## src/rtl/ram_portb_ctrl_if.sv

```systemverilog
// Port B client + RAM-side bundle for ram_portb_ctrl; slave = the controller, master = client/RAM side.
interface ram_portb_ctrl_if #(
    parameter int DEPTH = 4
);
    logic                   req_valid;
    logic                   req_ready;
    logic                   req_we;
    logic [9:0]             req_addr;
    logic [7:0]             req_wdata;

    logic                   rsp_valid;
    logic                   rsp_ready;
    logic                   rsp_we;
    logic [7:0]             rsp_rdata;
    logic                   rsp_err;

    logic [$clog2(DEPTH):0] fifo_level;

    logic                   ram_we_B;
    logic [9:0]             ram_addr_B;
    logic [7:0]             ram_din_B;
    logic [7:0]             ram_dout_B;
    logic                   ram_busy_B;

    modport slave (
        input  req_valid, req_we, req_addr, req_wdata, rsp_ready, ram_dout_B, ram_busy_B,
        output req_ready, rsp_valid, rsp_we, rsp_rdata, rsp_err, fifo_level,
               ram_we_B, ram_addr_B, ram_din_B
    );

    modport master (
        output req_valid, req_we, req_addr, req_wdata, rsp_ready, ram_dout_B, ram_busy_B,
        input  req_ready, rsp_valid, rsp_we, rsp_rdata, rsp_err, fifo_level,
               ram_we_B, ram_addr_B, ram_din_B
    );
endinterface

```

## src/rtl/ram_portb_ctrl.sv

```systemverilog
// Queues Port B requests, issues one at a time (4 cycles uncontended, +2 per busy_B retry), req_ready = !full.
// Define RAM_PORTB_RETRY_LIMIT_EN to bound retries at MAX_RETRY and answer with rsp_err instead.
module ram_portb_ctrl #(
    parameter int DEPTH     = 4,
    parameter int MAX_RETRY = 15
) (
    input  logic            clk,
    input  logic            rst,
    ram_portb_ctrl_if.slave bus
);
    localparam int          AW       = $clog2(DEPTH);
    localparam logic [AW:0] FULL_LVL = (AW+1)'(DEPTH);
    localparam logic [AW:0] PTR_ONE  = (AW+1)'(1);

    localparam logic [1:0] S_IDLE  = 2'd0;
    localparam logic [1:0] S_ISSUE = 2'd1;
    localparam logic [1:0] S_CHECK = 2'd2;
    localparam logic [1:0] S_RESP  = 2'd3;

    if (DEPTH < 2 || (DEPTH & (DEPTH - 1)) != 0 || MAX_RETRY < 1 || MAX_RETRY > 255) begin : g_bad_params
        $error("ram_portb_ctrl: DEPTH must be a power of 2 >= 2, MAX_RETRY in 1..255");
    end

    logic [18:0] fifo_q [DEPTH];
    logic [AW:0] wr_ptr_q, rd_ptr_q;
    logic [AW:0] level;
    logic        push, pop, empty, full;
    logic [18:0] head;

    logic [1:0]  state_q, state_d;
    logic        op_we_q, op_we_d;
    logic [9:0]  op_addr_q, op_addr_d;
    logic [7:0]  op_wdata_q, op_wdata_d;
    logic [7:0]  rdata_q, rdata_d;
`ifdef RAM_PORTB_RETRY_LIMIT_EN
    localparam logic [7:0] RETRY_LAST = 8'(MAX_RETRY - 1);
    logic [7:0]  retry_q, retry_d;
    logic        err_q, err_d;
`endif

    assign level = wr_ptr_q - rd_ptr_q;
    assign empty = (level == '0);
    assign full  = (level == FULL_LVL);
    assign push  = bus.req_valid && !full;
    assign pop   = (state_q == S_IDLE) && !empty;
    assign head  = fifo_q[rd_ptr_q[AW-1:0]];

    always_ff @(posedge clk) begin
        if (push) begin
            fifo_q[wr_ptr_q[AW-1:0]] <= {bus.req_we, bus.req_addr, bus.req_wdata};
        end
    end

    always_ff @(posedge clk) begin
        if (rst) begin
            wr_ptr_q <= '0;
            rd_ptr_q <= '0;
        end else begin
            if (push) wr_ptr_q <= wr_ptr_q + PTR_ONE;
            if (pop)  rd_ptr_q <= rd_ptr_q + PTR_ONE;
        end
    end

    always_comb begin
        state_d    = state_q;
        op_we_d    = op_we_q;
        op_addr_d  = op_addr_q;
        op_wdata_d = op_wdata_q;
        rdata_d    = rdata_q;
`ifdef RAM_PORTB_RETRY_LIMIT_EN
        retry_d    = retry_q;
        err_d      = err_q;
`endif
        case (state_q)
            S_IDLE: begin
                if (!empty) begin
                    {op_we_d, op_addr_d, op_wdata_d} = head;
                    rdata_d = 8'h00;
`ifdef RAM_PORTB_RETRY_LIMIT_EN
                    retry_d = 8'h00;
                    err_d   = 1'b0;
`endif
                    state_d = S_ISSUE;
                end
            end
            S_ISSUE: state_d = S_CHECK;
            S_CHECK: begin
                // busy_B reports on the access made during the preceding ISSUE cycle
                if (!bus.ram_busy_B) begin
                    rdata_d = op_we_q ? 8'h00 : bus.ram_dout_B;
                    state_d = S_RESP;
`ifdef RAM_PORTB_RETRY_LIMIT_EN
                end else if (retry_q == RETRY_LAST) begin
                    err_d   = 1'b1;
                    rdata_d = 8'h00;
                    state_d = S_RESP;
                end else begin
                    retry_d = retry_q + 8'd1;
                    state_d = S_ISSUE;
`else
                end else begin
                    state_d = S_ISSUE;
`endif
                end
            end
            S_RESP: begin
                if (bus.rsp_ready) state_d = S_IDLE;
            end
            default: state_d = S_IDLE;
        endcase
    end

    always_ff @(posedge clk) begin
        if (rst) begin
            state_q    <= S_IDLE;
            op_we_q    <= 1'b0;
            op_addr_q  <= 10'h000;
            op_wdata_q <= 8'h00;
            rdata_q    <= 8'h00;
`ifdef RAM_PORTB_RETRY_LIMIT_EN
            retry_q    <= 8'h00;
            err_q      <= 1'b0;
`endif
        end else begin
            state_q    <= state_d;
            op_we_q    <= op_we_d;
            op_addr_q  <= op_addr_d;
            op_wdata_q <= op_wdata_d;
            rdata_q    <= rdata_d;
`ifdef RAM_PORTB_RETRY_LIMIT_EN
            retry_q    <= retry_d;
            err_q      <= err_d;
`endif
        end
    end

    assign bus.req_ready  = !full;
    assign bus.fifo_level = level;
    assign bus.rsp_valid  = (state_q == S_RESP);
    assign bus.rsp_we     = op_we_q;
    assign bus.rsp_rdata  = rdata_q;
`ifdef RAM_PORTB_RETRY_LIMIT_EN
    assign bus.rsp_err    = err_q;
`else
    assign bus.rsp_err    = 1'b0;
`endif
    // Address/data stay on the last op so CHECK re-reads the same location harmlessly
    assign bus.ram_we_B   = (state_q == S_ISSUE) && op_we_q;
    assign bus.ram_addr_B = op_addr_q;
    assign bus.ram_din_B  = op_wdata_q;
endmodule

```

## src/flat_wrapper.sv

```systemverilog
// flat-port wrapper written by rule: the top's interface ports become plain ports
module ram_portb_ctrl_flat 
#(
    parameter int DEPTH     = 4,
    parameter int MAX_RETRY = 15
)
  (clk, rst, bus_req_valid, bus_req_we, bus_req_addr, bus_req_wdata, bus_rsp_ready, bus_ram_dout_B, bus_ram_busy_B, bus_req_ready, bus_rsp_valid, bus_rsp_we, bus_rsp_rdata, bus_rsp_err, bus_fifo_level, bus_ram_we_B, bus_ram_addr_B, bus_ram_din_B);
  ram_portb_ctrl_if #(.DEPTH(DEPTH)) bus_i ();
  input  logic clk;
  input  logic rst;
  input wire logic [$bits(bus_i.req_valid)-1:0] bus_req_valid;
  input wire logic [$bits(bus_i.req_we)-1:0] bus_req_we;
  input wire logic [$bits(bus_i.req_addr)-1:0] bus_req_addr;
  input wire logic [$bits(bus_i.req_wdata)-1:0] bus_req_wdata;
  input wire logic [$bits(bus_i.rsp_ready)-1:0] bus_rsp_ready;
  input wire logic [$bits(bus_i.ram_dout_B)-1:0] bus_ram_dout_B;
  input wire logic [$bits(bus_i.ram_busy_B)-1:0] bus_ram_busy_B;
  output wire logic [$bits(bus_i.req_ready)-1:0] bus_req_ready;
  output wire logic [$bits(bus_i.rsp_valid)-1:0] bus_rsp_valid;
  output wire logic [$bits(bus_i.rsp_we)-1:0] bus_rsp_we;
  output wire logic [$bits(bus_i.rsp_rdata)-1:0] bus_rsp_rdata;
  output wire logic [$bits(bus_i.rsp_err)-1:0] bus_rsp_err;
  output wire logic [$bits(bus_i.fifo_level)-1:0] bus_fifo_level;
  output wire logic [$bits(bus_i.ram_we_B)-1:0] bus_ram_we_B;
  output wire logic [$bits(bus_i.ram_addr_B)-1:0] bus_ram_addr_B;
  output wire logic [$bits(bus_i.ram_din_B)-1:0] bus_ram_din_B;
  assign bus_i.req_valid = bus_req_valid;
  assign bus_i.req_we = bus_req_we;
  assign bus_i.req_addr = bus_req_addr;
  assign bus_i.req_wdata = bus_req_wdata;
  assign bus_i.rsp_ready = bus_rsp_ready;
  assign bus_i.ram_dout_B = bus_ram_dout_B;
  assign bus_i.ram_busy_B = bus_ram_busy_B;
  assign bus_req_ready = bus_i.req_ready;
  assign bus_rsp_valid = bus_i.rsp_valid;
  assign bus_rsp_we = bus_i.rsp_we;
  assign bus_rsp_rdata = bus_i.rsp_rdata;
  assign bus_rsp_err = bus_i.rsp_err;
  assign bus_fifo_level = bus_i.fifo_level;
  assign bus_ram_we_B = bus_i.ram_we_B;
  assign bus_ram_addr_B = bus_i.ram_addr_B;
  assign bus_ram_din_B = bus_i.ram_din_B;
  ram_portb_ctrl #(.DEPTH(DEPTH), .MAX_RETRY(MAX_RETRY)) u_core (.clk(clk), .rst(rst), .bus(bus_i));
endmodule
```

## config.mk

```make
export PLATFORM = sky130hd
export DESIGN_NAME = ram_portb_ctrl_flat
export DESIGN_NICKNAME = d
export VERILOG_FILES = /design/src/rtl/ram_portb_ctrl_if.sv /design/src/rtl/ram_portb_ctrl.sv /design/src/flat_wrapper.sv
export SDC_FILE = /design/constraint.sdc
export NUM_CORES = 1
export LEC_CHECK = 0
export CORE_MARGIN = 5
export CORE_UTILIZATION = 55
export CTS_CLUSTER_DIAMETER = 50
export DETAILED_ROUTE_END_ITERATION = 8
export HOLD_SLACK_MARGIN = 0.03
export PLACE_DENSITY = 0.79
export SYNTH_ARGS = -nofsm -noshare
export SYNTH_HDL_FRONTEND = slang
export SYNTH_SLANG_ARGS = --single-unit
```

## constraint.sdc

```tcl
create_clock -name clk -period 7.4 [get_ports clk]
set_input_delay 1.48 -clock clk [delete_from_list [all_inputs] [get_ports clk]]
set_output_delay 1.48 -clock clk [all_outputs]
set_load 0.02 [all_outputs]
```

==> flow_summary.yaml <==
worst_hold_path:
  holdCritPathClass: "register to register"
sta:
  period_needed_ns: 4.41
  fin_crit_sh_pct: 59.6
  tns_ns: 0
  finalMaxSlewViolations: 0
  rsz0062_at_grt: "no"
  setup_violations: 0
  relSlewSlack_pct: 26.0
  max_freq_mhz: 227
  hold_violations: 0
  worstMarginPinSlew_ns: 1.11
  fin_skew_ns: 0.0122
finish:
  finalNetCount: 387
  design_area_um2: 5450
  drive_gt1_share_pct: 12.5
  antenna_cells: 0
  area.growth.synth_to_final_pct: 20.2
setup_path:
  crit_type: "register to primary output"
  cp.required_ns: 5.92
  cpLargestDelayFamily: "flip-flops"
  critPathMaxFanout: 22
  slowest_stage: "dfxtp_1"
  endpoint_kind: "primary output"
  worst-path-buf-inv: 1
  arrival_ns: 2.93
  cp_cell_sequence: "fa_1, and2_1, nand2_1, clkdlybuf4s50_1"
  crit_path_start_kind: "register"
  crit_path_max_incr_delay_ns: 1.07
pwr:
  leakage_nw: 1.90
  pwr_density_cell_nw_per_um2: 341
  vdd_drop_max_uv: 158
routing:
  ant_nets: 0
  remaining_drc_errors: 0
  via_per_inst: 5.24
  dr.pass1.iters: 4
  wl_um: 7970
  vias: 2401
  drtIter0Drc: 80
  avgRoutedWirePerCell_um: 17.4
synthesis:
  synth_top_area_share_pct: 50.4
  synthTopCellsByArea: "edfxtp_1 (50%), dfxtp_1 (15%), mux4_2 (9.4%)"
  ys_seq_elements: 111
  yosysTopAreaCell: "edfxtp_1"
  synthFlopType: "edfxtp_1"
  async_flop_share_pct: 0
  yosysWarnings: 0
  yosysSeqAreaShare_pct: 65.8
  synth_cell_type_count: 33
  synth_cells: 286
  synthTopCellsByCount: "edfxtp_1 (76), nand2b_1 (50), dfxtp_1 (35), mux2i_1 (29), mux4_2 (19)"
  yosysMostFrequentCell: "edfxtp_1"
  syn-cell-area_um2: 4530
  avgSynthCellArea_um2: 15.8
  synth_edf_count: 76
  mappedNetlistNets: 325
grt:
  antenna_found_initial: 0
  grt.overflow.total: 0
  grt_max_degree: 63
  grt_pass1_vias: 2437
  grt_use_total_pct: 16.4
  grt_pass1_wl_um: 12600
clocking:
  insertion_delay_ns: 0.36
  path_clk_slew_ns: 0.09
  h-tree-depth: 3
  postCtsResizedCells: 0
  cts_buffers: 9
  cts.sinks: 111
  cts_buffer_depth: 2
  cts-root-buf: "clkbuf_8"
  tritoncts: "done"
  post_cts_buffers: 0
  hold_buffers: 0
floorplan:
  fp.coreArea_um2: 8130
  num_rows: 33
  start_util_pct: 55.7
  die_height_um: 101
  pin_count: 66
  die_area_um2: 10200
  dieWidth_um: 101
placed_design:
  dp_hpwl_um: 5210
  gp_congestion: 0.820
  io_buffers: 64
  placed_cell_area_um2: 5250
job:
  cap_violations: 0
outcome:
  status: "completed"
[cells in the final DEF (no fill, tap or decap), types with 2 or more instances in the layout]
master           synthesis  final
a21oi_1                  3      3
mux4_2                  19     19
ha_1                     6      6
inv_1                    5      5
dfxtp_1                 35     35
mux2_2                   2      2
mux2i_1                 29     29
nand2b_1                50     50
edfxtp_1                76     76
clkdlybuf4s50_1          0     64
buf_4                    2      3
nand2_1                 14     14
clkbuf_8                 0     10
nor2_1                   7      7
nor2b_1                  2      2
and2_1                   6      6
clkinv_2                 0      2
[through the flow]
step / instances / hold slack [ns] / power [W] / setup WS (ns) / utilization [%]
floorplan: 286 / 0.481 / 0.00131 / 4.33 / -
global placement: 442 / 0.459 / 0.00150 / 3.39 / 64.6
detailed placement: 442 / 0.467 / 0.00152 / 3.38 / 64.6
CTS: 458 / 0.482 / 0.00188 / 2.97 / 67.0
global route: 458 / 0.497 / 0.00195 / 2.90 / 67.0
finish: 458 / 0.478 / 0.00186 / 2.99 / 67.0
[flip-flops by register name, summed over array words and instances, names as in the netlist]
| signal | cells |
|---|---|
| u_core.bus.ram_addr_B | 10 |
| u_core.bus.ram_din_B | 8 |
| u_core.rd_ptr_q | 3 |
| u_core.state_q | 2 |
| u_core.wr_ptr_q | 3 |
| u_core.bus.rsp_we | 1 |
| u_core.fifo_q | 76 |
| u_core.bus.rsp_rdata | 8 |
[worst reg2reg max path, cell delays in order (launching register included)]
cell	delay, ns
dfxtp_1	1.07
fa_1	0.60
and2_1	0.21
a21boi_2	0.27
and2_1	0.85
[per-layer routing]
metal | vias to the layer above | GRT usage (%) | routed length (um)
li1 | 1162 | - | -
met2 | 65 | 25.3 | 3870
met1 | 1162 | 22.6 | 3550
met5 | - | 0 | 0
met4 | 0 | 8.50 | 137
met3 | 12 | 2.63 | 410
[path summary, 6_finish.rpt]
path	startpoint	endpoint	slack, ns	cells past startpoint
worst max-delay path	u_core.rd_ptr_q[1]	bus_req_ready	2.99	4
worst min register to register	u_core.bus.ram_din_B[5]	u_core.bus.ram_din_B[5]	0.48	2
worst max register to register	u_core.rd_ptr_q[1]	u_core.fifo_q[2][1]	4.02	4
worst min-delay path	u_core.bus.ram_din_B[5]	u_core.bus.ram_din_B[5]	0.48	2
[report_power, final]
group / switching (W) / internal (W)
clock network: 0.000193 / 0.000167
registers: 0.0000512 / 0.000785
logic: 0.000343 / 0.000317
[cell type report]
| cell class | count | area (um^2) |
|---|---|---|
| timing repair buffer | 67 | 663 |
| inverter | 5 | 18.8 |
| tap | 105 | 131 |
| multi-input combinational | 154 | 1460 |
| sequential | 111 | 2980 |
| fill | 566 | 2690 |
| clock buffer | 11 | 141 |
| clock inverter | 5 | 55.1 |
[cell families after synthesis]
kind of cell,after synthesis,share of synthesized area [%]
flip-flops,111,65.8
AND/OR/NAND/NOR,82,10.5
AO/OA/AOI/OAI,12,2.21
adder cells (fa/ha/maj),7,2.10
buffers and inverters,21,2.13
other,1,0.0828
XOR/XNOR,1,0.552
multiplexers,51,16.6
Power figures use the tool's default switching activity.
